### src/rtl/exception_ctrl.sv
// ============================================================================
// exception_ctrl : precise-exception/interrupt/eret arbiter with timed flush
//                  and PC redirect. Optional exc_count output via EXC_COUNT_EN.
// Revision: 1.0
// ============================================================================
`default_nettype none

module exception_ctrl #(
   parameter int          NUM_SRC      = 8,
   parameter int          HW_INT       = 6,
   parameter int          FLUSH_CYCLES = 2,
   parameter logic [31:0] EXC_VECTOR   = 32'hBFC00380
) (
   input  logic                 clk,
   input  logic                 rst,
   input  logic                 commit_valid,
   input  logic                 stall,
   input  logic [NUM_SRC-1:0]   src_req,
   input  logic [5*NUM_SRC-1:0] src_code,
   input  logic                 eret_req,
   input  logic [HW_INT-1:0]    int_in,
   input  logic [HW_INT-1:0]    int_ack,
   input  logic [31:0]          cp0_status,
   input  logic [31:0]          cp0_cause,
   input  logic [31:0]          cp0_epc,
   input  logic [31:0]          pc_in,
   input  logic                 in_delay_slot,
   input  logic [31:0]          bad_addr,
   output logic                 exc_valid,
   output logic [4:0]           exc_code,
   output logic [31:0]          exc_epc,
   output logic                 exc_bd,
   output logic [31:0]          exc_badvaddr,
   output logic                 flush,
   output logic [31:0]          new_pc,
   output logic                 redirect,
   output logic                 is_eret,
`ifdef EXC_COUNT_EN
   output logic [31:0]          exc_count,
`endif
   output logic [HW_INT-1:0]    int_pending
);

   localparam int CNT_W = (FLUSH_CYCLES < 2) ? 1 : $clog2(FLUSH_CYCLES + 1);

   typedef enum logic [0:0] {
      S_IDLE  = 1'b0,
      S_FLUSH = 1'b1
   } state_t;

   state_t             state_q, state_d;
   logic [CNT_W-1:0]   cnt_q, cnt_d;
   logic               exc_valid_q, exc_valid_d;
   logic [4:0]         exc_code_q, exc_code_d;
   logic [31:0]        exc_epc_q, exc_epc_d;
   logic               exc_bd_q, exc_bd_d;
   logic [31:0]        exc_badvaddr_q, exc_badvaddr_d;
   logic               flush_q, flush_d;
   logic [31:0]        new_pc_q, new_pc_d;
   logic               redirect_q, redirect_d;
   logic               is_eret_q, is_eret_d;
   logic [HW_INT-1:0]  sync1_q, sync2_q, sync3_q;
   logic [HW_INT-1:0]  pend_q, pend_d;
`ifdef EXC_COUNT_EN
   logic [31:0]        count_q, count_d;
`endif

   logic [7:0]         w_ip;
   logic               w_int_take;
   logic               w_src_hit;
   logic [4:0]         w_src_code;
   logic [4:0]         w_sel_code;

   // sync3 holds the previous synchronized value for rising-edge detection
   assign pend_d = (pend_q & ~int_ack) | (sync2_q & ~sync3_q);

   always_comb begin
      w_ip      = '0;
      w_ip[1:0] = cp0_cause[9:8];
      for (int i = 0; i < HW_INT; i++) begin
         w_ip[i+2] = pend_q[i];
      end
   end

   assign w_int_take = (|(w_ip & cp0_status[15:8])) && !cp0_status[1]
                       && cp0_status[0] && commit_valid;

   // Scan from lowest to highest priority so index 0 wins
   always_comb begin
      w_src_hit  = 1'b0;
      w_src_code = '0;
      for (int i = NUM_SRC - 1; i >= 0; i--) begin
         if (src_req[i]) begin
            w_src_hit  = 1'b1;
            w_src_code = src_code[5*i +: 5];
         end
      end
   end

   assign w_sel_code = w_int_take ? 5'h00 : w_src_code;

   always_comb begin
      state_d        = state_q;
      cnt_d          = cnt_q;
      exc_valid_d    = 1'b0;
      redirect_d     = 1'b0;
      is_eret_d      = 1'b0;
      flush_d        = flush_q;
      exc_code_d     = exc_code_q;
      exc_epc_d      = exc_epc_q;
      exc_bd_d       = exc_bd_q;
      exc_badvaddr_d = exc_badvaddr_q;
      new_pc_d       = new_pc_q;
`ifdef EXC_COUNT_EN
      count_d        = count_q;
`endif
      case (state_q)
         S_IDLE: begin
            if (commit_valid && !stall && (w_int_take || w_src_hit || eret_req)) begin
               state_d    = S_FLUSH;
               cnt_d      = CNT_W'(1);
               flush_d    = 1'b1;
               redirect_d = 1'b1;
               if (w_int_take || w_src_hit) begin
                  exc_valid_d    = 1'b1;
                  exc_code_d     = w_sel_code;
                  exc_epc_d      = in_delay_slot ? (pc_in - 32'd4) : pc_in;
                  exc_bd_d       = in_delay_slot;
                  exc_badvaddr_d = (w_sel_code == 5'h04 || w_sel_code == 5'h05)
                                   ? bad_addr : 32'd0;
                  new_pc_d       = EXC_VECTOR;
`ifdef EXC_COUNT_EN
                  if (count_q != 32'hFFFF_FFFF) count_d = count_q + 32'd1;
`endif
               end else begin
                  is_eret_d = 1'b1;
                  new_pc_d  = cp0_epc;
               end
            end
         end
         S_FLUSH: begin
            if (cnt_q == CNT_W'(FLUSH_CYCLES)) begin
               state_d = S_IDLE;
               cnt_d   = '0;
               flush_d = 1'b0;
            end else begin
               cnt_d = cnt_q + CNT_W'(1);
            end
         end
         default: begin
            state_d = S_IDLE;
            flush_d = 1'b0;
         end
      endcase
   end

   always_ff @(posedge clk) begin
      if (rst) begin
         state_q        <= S_IDLE;
         cnt_q          <= '0;
         exc_valid_q    <= 1'b0;
         exc_code_q     <= '0;
         exc_epc_q      <= '0;
         exc_bd_q       <= 1'b0;
         exc_badvaddr_q <= '0;
         flush_q        <= 1'b0;
         new_pc_q       <= '0;
         redirect_q     <= 1'b0;
         is_eret_q      <= 1'b0;
         sync1_q        <= '0;
         sync2_q        <= '0;
         sync3_q        <= '0;
         pend_q         <= '0;
`ifdef EXC_COUNT_EN
         count_q        <= '0;
`endif
      end else begin
         state_q        <= state_d;
         cnt_q          <= cnt_d;
         exc_valid_q    <= exc_valid_d;
         exc_code_q     <= exc_code_d;
         exc_epc_q      <= exc_epc_d;
         exc_bd_q       <= exc_bd_d;
         exc_badvaddr_q <= exc_badvaddr_d;
         flush_q        <= flush_d;
         new_pc_q       <= new_pc_d;
         redirect_q     <= redirect_d;
         is_eret_q      <= is_eret_d;
         sync1_q        <= int_in;
         sync2_q        <= sync1_q;
         sync3_q        <= sync2_q;
         pend_q         <= pend_d;
`ifdef EXC_COUNT_EN
         count_q        <= count_d;
`endif
      end
   end

   assign exc_valid    = exc_valid_q;
   assign exc_code     = exc_code_q;
   assign exc_epc      = exc_epc_q;
   assign exc_bd       = exc_bd_q;
   assign exc_badvaddr = exc_badvaddr_q;
   assign flush        = flush_q;
   assign new_pc       = new_pc_q;
   assign redirect     = redirect_q;
   assign is_eret      = is_eret_q;
   assign int_pending  = pend_q;
`ifdef EXC_COUNT_EN
   assign exc_count    = count_q;
`endif

   logic w_unused;
   assign w_unused = ^{cp0_status[31:16], cp0_status[7:2], cp0_cause[31:10], cp0_cause[7:0]};

endmodule

`default_nettype wire

### config.mk
export PLATFORM = sky130hd
export DESIGN_NAME = exception_ctrl
export DESIGN_NICKNAME = d
export VERILOG_FILES = /design/src/rtl/exception_ctrl.sv
export SDC_FILE = /design/constraint.sdc
export NUM_CORES = 1
export LEC_CHECK = 0
export ABC_AREA = 1
export ABC_CLOCK_PERIOD_IN_PS = 4850
export BUFFER_PORTS_ARGS = -buffer_cell sky130_fd_sc_hd__buf_2
export CAP_MARGIN = 15
export CORE_MARGIN = 1.5
export CORE_UTILIZATION = 35
export DETAILED_ROUTE_END_ITERATION = 10
export PLACE_DENSITY = 0.7
export REMOVE_ABC_BUFFERS = 1
export SLEW_MARGIN = 20
export SYNTH_ARGS = -nofsm -noshare
export SYNTH_HDL_FRONTEND = slang
export SYNTH_SLANG_ARGS = --single-unit
### constraint.sdc
create_clock -name clk -period 4.85 [get_ports clk]
set_clock_uncertainty 0.1 [all_clocks]
set_input_delay 0.2425 -clock clk [delete_from_list [all_inputs] [get_ports clk]]
set_output_delay 0.2425 -clock clk [all_outputs]
set_load 0.02 [all_outputs]
==> results.yml, run 1 <==
outcome:
  outcome: "finished clean"
logic_synthesis:
  syn_area_mm2: 0.00580
  ys_ff_latch: 133
  synth.top_cells.by_area: "dfxtp_1 46%, nand2_1 13%, nand3_1 7.2%"
  synth-main-ff-cell: "dfxtp_1"
  synth-seq-area-share_pct: 45.9
  ys.warnings.count: 0
  synth_enable_flop_cells: 0
  syn_avg_cell_area_um2: 7.19
  synth_top_area_share_pct: 45.9
  postSynthCellCount: 806
  synthArstFlopShare_pct: 0
  yosysTopAreaCell: "dfxtp_1"
  synth_cell_types: 34
die:
  core.rowCount: 46
  dieHeight_um: 132
  core_mm2: 0.0161
  die-area_mm2: 0.0173
  io_pins: 338
  start_util_pct: 36.1
  die_x_um: 132
layout:
  area_growth_pct: 49.8
  final_cell_area_mm2: 0.00868
  final_common_cell: "buf_2"
  drive_gt1_share_pct: 29.9
  final_cells: 1375
  num_antenna_cells: 0
  most-common-layout-cells: "285 x buf_2, 195 x nand2_1, 133 x dfxtp_1"
  final_nets: 1374
  post-route-util_pct: 54.1
power_and_ir_drop:
  clkPwrFrac_pct: 48.3
  combPwrFrac_pct: 12.9
  intPower_mw: 2.24
  p_switching_mw: 0.733
  p_seq_share_pct: 38.8
  swShare_pct: 24.7
  p_per_area_mw_per_mm2: 342
  peakVddDrop_mv: 0.222
  power_mw: 2.97
  p_leak_nw: 4.35
timing:
  period_needed_ns: 2.88
  rsz0062_at_grt: "no"
  relSlewSlack_pct: 43.8
  layout_setup_ws_ns: 1.97
  fin_crit_sh_pct: 59.3
  tightest_slew_ns: 0.841
  hold_ws_ns: 0.0254
  slew_violations: 0
  hold_viol: 0
  setup_tns_ns: 0
  fmax_ghz: 0.348
  setup_viol: 0
setup_path:
  crit_path_frequent_cell: "nand2_1"
  cp_max_fo: 62
  slowest_stage: "buf_4"
  arrival_ns: 3.04
  cp_num_buf_inv: 2
  crit_path_end_kind: "register"
  max_stage_delay_ns: 0.56
  critPathTopFamily: "buffers and inverters"
  critPathKind: "reg2reg"
  critical_path_required_ns: 5.01
  start_kind: "register"
  path_cells: "nand2_1 -> nand2_1 -> nor2_1 -> nand2_1 -> nand2_2 -> nand2_2 -> nand4_4 -> buf_4 -> inv_2 -> o21ai_0 -> a21oi_1"
placement:
  port_buffers: 285
  dp_hpwl_um: 12300
  gp_congestion: 0.912
  dp_cells: 1272
  place_area_mm2: 0.00731
  pre_cts_slack_ns: 1.90
clocking:
  clockBufferDepth: 2
  cts_num_sinks: 133
  htree_levels: 4
  cts-buffers-inserted: 17
  cts_tree: "yes"
  cts_root_buf: "clkbuf_16"
  insertion_delay_ns: 0.41
  path_clk_slew_ns: 0.06
route:
  routedWlPerCell_um: 13.5
  antenna_left: 0
  drt_iter0_drc: 368
  post_drt_via_cell_ratio: 4.73
  vias: 6509
  first_pass_iters: 8
  wirelength_um: 18500
  post-route-drc-count: 0
grt:
  grt_max_degree: 70
  antenna_found_initial: 0
  grt_pass1_vias: 6251
  grt_pass1_wl_um: 29800
  grt-ovfl-total: 0
  grt_usage_pct: 21.2
job:
  drv_cap: 0
hold_path:
  hold_class: "in2reg"
power by group through the flow:
stage	clock, mW	combinational, mW	sequential [mW]
finish	1.43	0.382	1.15
floorplan	0	0.125	1.22
global placement	0	0.331	1.18
detailed placement	0	0.333	1.18
global route	1.51	0.419	1.16
CTS	1.47	0.379	1.15
path summary, 6_finish.rpt:
check,to,cells past startpoint,from,slack (ns)
max,exc_epc[31]$_SDFFE_PP0P_,11,int_pending[3]$_SDFF_PP0_,1.97
min,exc_badvaddr[9]$_SDFFE_PP0P_,3,bad_addr[9],0.03
max reg2reg,exc_epc[31]$_SDFFE_PP0P_,11,int_pending[3]$_SDFF_PP0_,1.97
min reg2reg,sync2_q[5]$_SDFF_PP0_,2,sync1_q[5]$_SDFF_PP0_,0.30
synthesized netlist by cell type (2+ instances only):
cell / n
nor4_1: 2
buf_1: 2
nand2_2: 3
xnor2_1: 6
buf_2: 13
nand4_1: 5
nor2_2: 6
o21a_1: 3
buf_4: 7
o22ai_1: 3
inv_2: 9
nor2_4: 4
o32ai_1: 6
inv_1: 62
a21oi_1: 73
nand2_1: 195
dfxtp_1: 133
nor2_1: 96
nor3_1: 4
buf_6: 3
or2_2: 4
clkbuf_1: 13
nand3_1: 83
o21ai_0: 49
xor2_1: 13
worst min-delay path, cell delays in order:
cell	delay, ns
buf_2	0.10
nand3_1	0.09
a21oi_1	0.06
cell families (layout without fill, tap and decap cells):
family,after synthesis,after routing,share of synthesized area [%]
simple gates,407,407,30.3
compound gates,137,137,12.5
flops,133,133,45.9
buf+inv,109,462,8.18
xor+xnor,19,19,2.87
fa+ha+maj,1,1,0.216
registers in the layout, indices dropped and copies added (netlist names), 2 cells and up:
signal and count:
sync3_q 6, exc_epc 32, new_pc 32, exc_code 5, sync1_q 6, int_pending 6
cnt_q 2, exc_badvaddr 32, sync2_q 6
cell type report:
| class | instances | area, um2 |
|---|---|---|
| sequential | 133 | 2660 |
| clock buffer | 20 | 457 |
| multi-input combinational | 564 | 2660 |
| clock inverter | 11 | 198 |
| timing repair buffer | 360 | 2170 |
| fill | 1465 | 7370 |
| inverter | 71 | 267 |
| tap | 216 | 270 |
routing by layer:
metal  vias up  track usage [%]  part of all wire, %
met3        41             5.13                  6.7
li1       3289                -                    -
met2       279             36.2                   48
met1      2900             25.1                   43
met5         -                0                    0
met4         0             10.2                  2.8
repair_timing:
action	4_1_cts	5_1_grt
hold buffers	72	0
endpoints found under the hold margin	72	0
setup buffers	0	0
gates resized for setup	0	0
Power figures use the tool's default switching activity.
==> inputs of run 2 (changes only) <==
ABC_CLOCK_PERIOD_IN_PS = 2920   (was 4850)
clock period = 2.92 ns   (was 4.85 ns; I/O delays follow)
==> run 2 against run 1 <==
Net effect: clock power up 53%; flip-flop and latch count unchanged; routed wire length up 3.7%; register-to-register slack worse by 1.3 ns; critical path type unchanged; worst setup slack worse by 1.3 ns; power up 61%; first-iteration DRC count up 8.7%; non-clock buffer count up 28; largest cell class unchanged; global-route usage up 0.68 points; final cell count up 2.0%.
==> results.yml, run 2 (same netlist as run 1, synthesis figures left out) <==
grt:
  grt-ovfl-total: 0
  grt_max_degree: 49
  grt_pass1_vias: 6358
  grt_pass1_wl_um: 30800
  grt_usage_pct: 21.9
  antenna_found_initial: 0
route:
  post_drt_via_cell_ratio: 4.72
  vias: 6618
  first_pass_iters: 5
  wirelength_um: 19200
  routedWlPerCell_um: 13.7
  antenna_left: 0
  drt_iter0_drc: 400
  post-route-drc-count: 0
power_and_ir_drop:
  power_mw: 4.78
  peakVddDrop_mv: 0.372
  p_per_area_mw_per_mm2: 536
  p_leak_nw: 4.44
setup_path:
  start_kind: "register"
  critPathKind: "reg2reg"
  crit_path_frequent_cell: "nand2_1"
  path_cells: "nand2_1 -> nand2_1 -> nor2_1 -> nand2_1 -> nand2_2 -> nand2_2 -> nand4_4 -> inv_2 -> buf_4 -> o21ai_0 -> a21oi_1"
  critical_path_required_ns: 3.16
  cp_max_fo: 42
  slowest_stage: "buf_4"
  arrival_ns: 2.46
  max_stage_delay_ns: 0.38
  crit_path_end_kind: "register"
clocking:
  cts_resized: 0
  cts_num_sinks: 133
  cts-buffers-inserted: 17
  insertion_delay_ns: 0.41
  clockBufferDepth: 2
  htree_levels: 4
  cts_root_buf: "clkbuf_16"
  cts_tree: "yes"
  path_clk_slew_ns: 0.06
timing:
  fmax_ghz: 0.452
  setup_tns_ns: 0
  period_needed_ns: 2.21
  relSlewSlack_pct: 62.2
  tightest_slew_ns: 0.566
  setup_viol: 0
  layout_setup_ws_ns: 0.708
  hold_ws_ns: 0.0329
  hold_viol: 0
  slew_violations: 0
  fin_crit_sh_pct: 75.8
  rsz0062_at_grt: "no"
placement:
  port_buffers: 285
  pre_cts_slack_ns: 0.731
  gp_congestion: 0.892
  dp_hpwl_um: 12800
outcome:
  outcome: "finished clean"
hold_path:
  hold_class: "in2reg"
layout:
  final_nets: 1402
  drive_gt1_share_pct: 29.7
  most-common-layout-cells: "285 x buf_2, 195 x nand2_1, 133 x dfxtp_1"
  final_common_cell: "buf_2"
  area_growth_pct: 54.0
  post-route-util_pct: 55.6
  num_antenna_cells: 0
  n_fill_cell: 1457
die:
  core.rowCount: 46
  dieHeight_um: 132
  core_mm2: 0.0161
  die_x_um: 132
  io_pins: 338
  start_util_pct: 36.1
  die-area_mm2: 0.0173
job:
  drv_cap: 0
run 2: critical path, delay by kind of cell (launching register included):
kind | cells | cell delay, ns
AO/OA/AOI/OAI | 2 | 0.29
buffers and inverters | 2 | 0.52
flip-flops | 1 | 0.36
AND/OR/NAND/NOR | 7 | 0.85
run 2: layer usage:
metal | wire, um | up-vias | share of wire (%) | GRT usage, %
li1 | - | 3340 | - | -
met1 | 8050 | 2955 | 42 | 25.3
met2 | 9200 | 268 | 48 | 37.5
met3 | 1250 | 55 | 6.5 | 5.44
met4 | 717 | 0 | 3.7 | 11.5
met5 | 0 | - | 0 | 0
run 2: area by class of cell:
cell class | count | area [um2] | area share (%)
Inverter | 71 | 267 | 2.98
Clock buffer | 19 | 453 | 5.07
Multi-Input combinational cell | 564 | 2660 | 29.8
Tap cell | 216 | 270 | 3.03
Sequential cell | 133 | 2660 | 29.8
Timing Repair Buffer | 388 | 2460 | 27.6
Clock inverter | 12 | 155 | 1.74
run 2: power by group:
group          switching [mW]  leakage, nW  internal (mW)  total (mW)
clock                   0.813        0.283           1.38        2.19
combinational           0.374         3.08          0.298       0.671
sequential             0.0322         1.08           1.89        1.92
total                    1.22         4.44           3.56        4.78
run 2: final timing paths:
kind | from | slack, ns | cells past startpoint | endpoint
worst min register to register | sync1_q[5]$_SDFF_PP0_ | 0.30 | 2 | sync2_q[5]$_SDFF_PP0_
worst min-delay path | pc_in[16] | 0.03 | 4 | exc_epc[16]$_SDFFE_PP0P_
worst max-delay path | int_pending[0]$_SDFF_PP0_ | 0.71 | 11 | exc_epc[18]$_SDFFE_PP0P_
worst max register to register | int_pending[0]$_SDFF_PP0_ | 0.71 | 11 | exc_epc[18]$_SDFFE_PP0P_
run 2: repair_timing:
action | 4_1_cts | 5_1_grt
hold buffers | 95 | 0
endpoints found under the hold margin | 95 | 0
setup buffers | 0 | 0
run 2: stage by stage:
step                      instance area, um2  cells
after floorplan                         5590    768
after global placement                  7370   1277
after detailed placement                7370   1277
after CTS                               8930   1403
after global routing                    8930   1403
final                                   8930   1403
==> inputs of run 3 (changes only) <==
ABC_CLOCK_PERIOD_IN_PS = 1800   (was 2920)
PLACE_DENSITY = 0.73   (was 0.7)
clock period = 1.8 ns   (was 2.92 ns; I/O delays follow)
==> run 3 against run 2 <==
Net effect: the run now ends with negative setup slack left; sequential share of layout area is 3.1 points lower; fmax is 18% higher; power is 73% higher; critical path depth is 1 higher; clock power is 74% higher; critical path type unchanged.
==> results.yml, run 3 (same netlist as run 1, synthesis figures left out) <==
outcome:
  outcome: "complete, but fails checks"
  violations: "negative setup slack"
setup_path:
  critPathTopFamily: "simple AND/OR/NAND/NOR gates"
  slowest_stage: "dfxtp_1"
  path_cells: "nand2_1 -> nand2_2 -> nor2_2 -> nand2_2 -> nand2_4 -> nand2_4 -> nand4_4 -> buf_6 -> nor2_4 -> buf_12 -> nand3_1 -> a21oi_1"
  cp_max_fo: 8
  critical_path_depth: 12
  crit_path_end_kind: "register"
  rr_worst_depth: 12
  critPathKind: "reg2reg"
  max_stage_delay_ns: 0.33
  arrival_ns: 2.11
  start_kind: "register"
  cp_num_buf_inv: 2
  critical_path_required_ns: 2.03
layout:
  n_fill_cell: 1287
  area_growth_pct: 72.0
  post-route-util_pct: 62.1
  final_common_cell: "buf_2"
  multi_input_area_mm2: 0.00288
  most-common-layout-cells: "284 x buf_2, 187 x nand2_1, 128 x dfxtp_1"
  seqCellArea_mm2: 0.00267
  final_nets: 1471
  num_antenna_cells: 0
  drive_gt1_share_pct: 35.7
die:
  die_x_um: 132
  core.rowCount: 46
  core_mm2: 0.0161
  start_util_pct: 36.1
  dieHeight_um: 132
  io_pins: 338
  die-area_mm2: 0.0173
timing:
  layout_setup_ws_ns: -0.0720
  hold_ws_ns: 0.0355
  slew_violations: 0
  fin_crit_sh_pct: 104
  tightest_slew_ns: 0.408
  hold_viol: 0
  setup_viol: 15
  period_needed_ns: 1.87
  fmax_ghz: 0.534
  rsz0062_at_grt: "yes"
  relSlewSlack_pct: 72.5
placement:
  port_buffers: 285
  pre_cts_slack_ns: -0.256
  gp_congestion: 0.902
  dp_hpwl_um: 13300
route:
  first_pass_iters: 5
  wirelength_um: 22000
  vias: 7137
  post_drt_via_cell_ratio: 4.85
  routedWlPerCell_um: 15.0
  antenna_left: 0
  drt_iter0_drc: 471
  post-route-drc-count: 0
power_and_ir_drop:
  peakVddDrop_mv: 0.612
  p_leak_nw: 4.90
  p_per_area_mw_per_mm2: 827
grt:
  grt_pass1_vias: 6521
  antenna_found_initial: 0
  grt_usage_pct: 22.7
  grt_max_degree: 48
  grt_pass1_wl_um: 31700
  grt-ovfl-total: 0
clocking:
  cts-buffers-inserted: 17
  cts_root_buf: "clkbuf_16"
  clockBufferDepth: 2
  htree_levels: 4
  path_clk_slew_ns: 0.06
  cts_num_sinks: 133
  insertion_delay_ns: 0.41
  cts_tree: "yes"
job:
  drv_cap: 0
hold_path:
  hold_class: "in2reg"
  holdPathStages: 5
[run 3: cell types whose count changed in the layout (fill, tap and decap cells not counted), moves of 8 or more]
cell	before	now
nand2_1	195	187
dlygate4sd3_1	95	115
buf_4	6	34
nand3_1	83	66
nand3_2	1	15
[run 3: worst paths after layout]
kind | startpoint | endpoint | slack [ns]
setup / recovery | int_pending[4]$_SDFF_PP0_ | exc_badvaddr[15]$_SDFFE_PP0P_ | -0.07
hold / removal | stall | state_q$_SDFF_PP0_ | 0.04
setup reg to reg | int_pending[4]$_SDFF_PP0_ | exc_badvaddr[15]$_SDFFE_PP0P_ | -0.07
hold reg to reg | sync1_q[4]$_SDFF_PP0_ | sync2_q[4]$_SDFF_PP0_ | 0.30
[run 3: area by class of cell]
| class | count | share of cell area, % |
|---|---|---|
| Clock buffer | 21 | 4.82 |
| Clock inverter | 11 | 1.72 |
| Inverter | 71 | 2.80 |
| Multi-Input combinational cell | 565 | 28.8 |
| Sequential cell | 133 | 26.8 |
| Tap cell | 216 | 2.71 |
| Timing Repair Buffer | 454 | 32.2 |
| Timing Repair inverter | 2 | 0.151 |
[run 3: worst register-to-register path, cell delays in order, from the launching register on]
cell and delay (ns):
dfxtp_1 0.33, nand2_1 0.07, nand2_2 0.06, nor2_2 0.04, nand2_2 0.10, nand2_4 0.09
nand2_4 0.10, nand4_4 0.12, buf_6 0.15, nor2_4 0.20, buf_12 0.19, nand3_1 0.09
a21oi_1 0.16
[run 3: per-stage QoR]
stage               instances  setup TNS (ns)  total power, mW  area, um2
floorplan                 768          -52.65             3.62       5590
global placement         1303           -5.91             4.13       7600
detailed placement       1303           -8.26             4.14       7600
CTS                      1459         -0.0322             8.18       9520
global route             1473           -7.54             8.56       9970
finish                   1473          -0.395             8.25       9970
[run 3: timing repair]
action                                  4_1_cts  5_1_grt
endpoints found under the setup margin       79      104
gates resized for setup                       9       71
endpoints found under the hold margin       113        0
hold buffers                                115        0
pin swaps                                     4       27
cloned                                        1        8
setup buffers                                 8        7
[run 3: layer usage]
metal	vias up	track usage, %	share of wire (%)
met5	-	0	0
met4	0	13.1	4.5
met3	83	5.56	7.1
met2	363	37.6	49
met1	3212	26.7	40
li1	3479	-	-
[run 3: report_power, final]
group	total, mW	internal [mW]	switching, mW	leakage [nW]
sequential	3.11	3.06	0.0541	1.09
clock	3.80	2.47	1.33	0.316
combinational	1.34	0.638	0.700	3.50
total	8.25	6.17	2.08	4.90
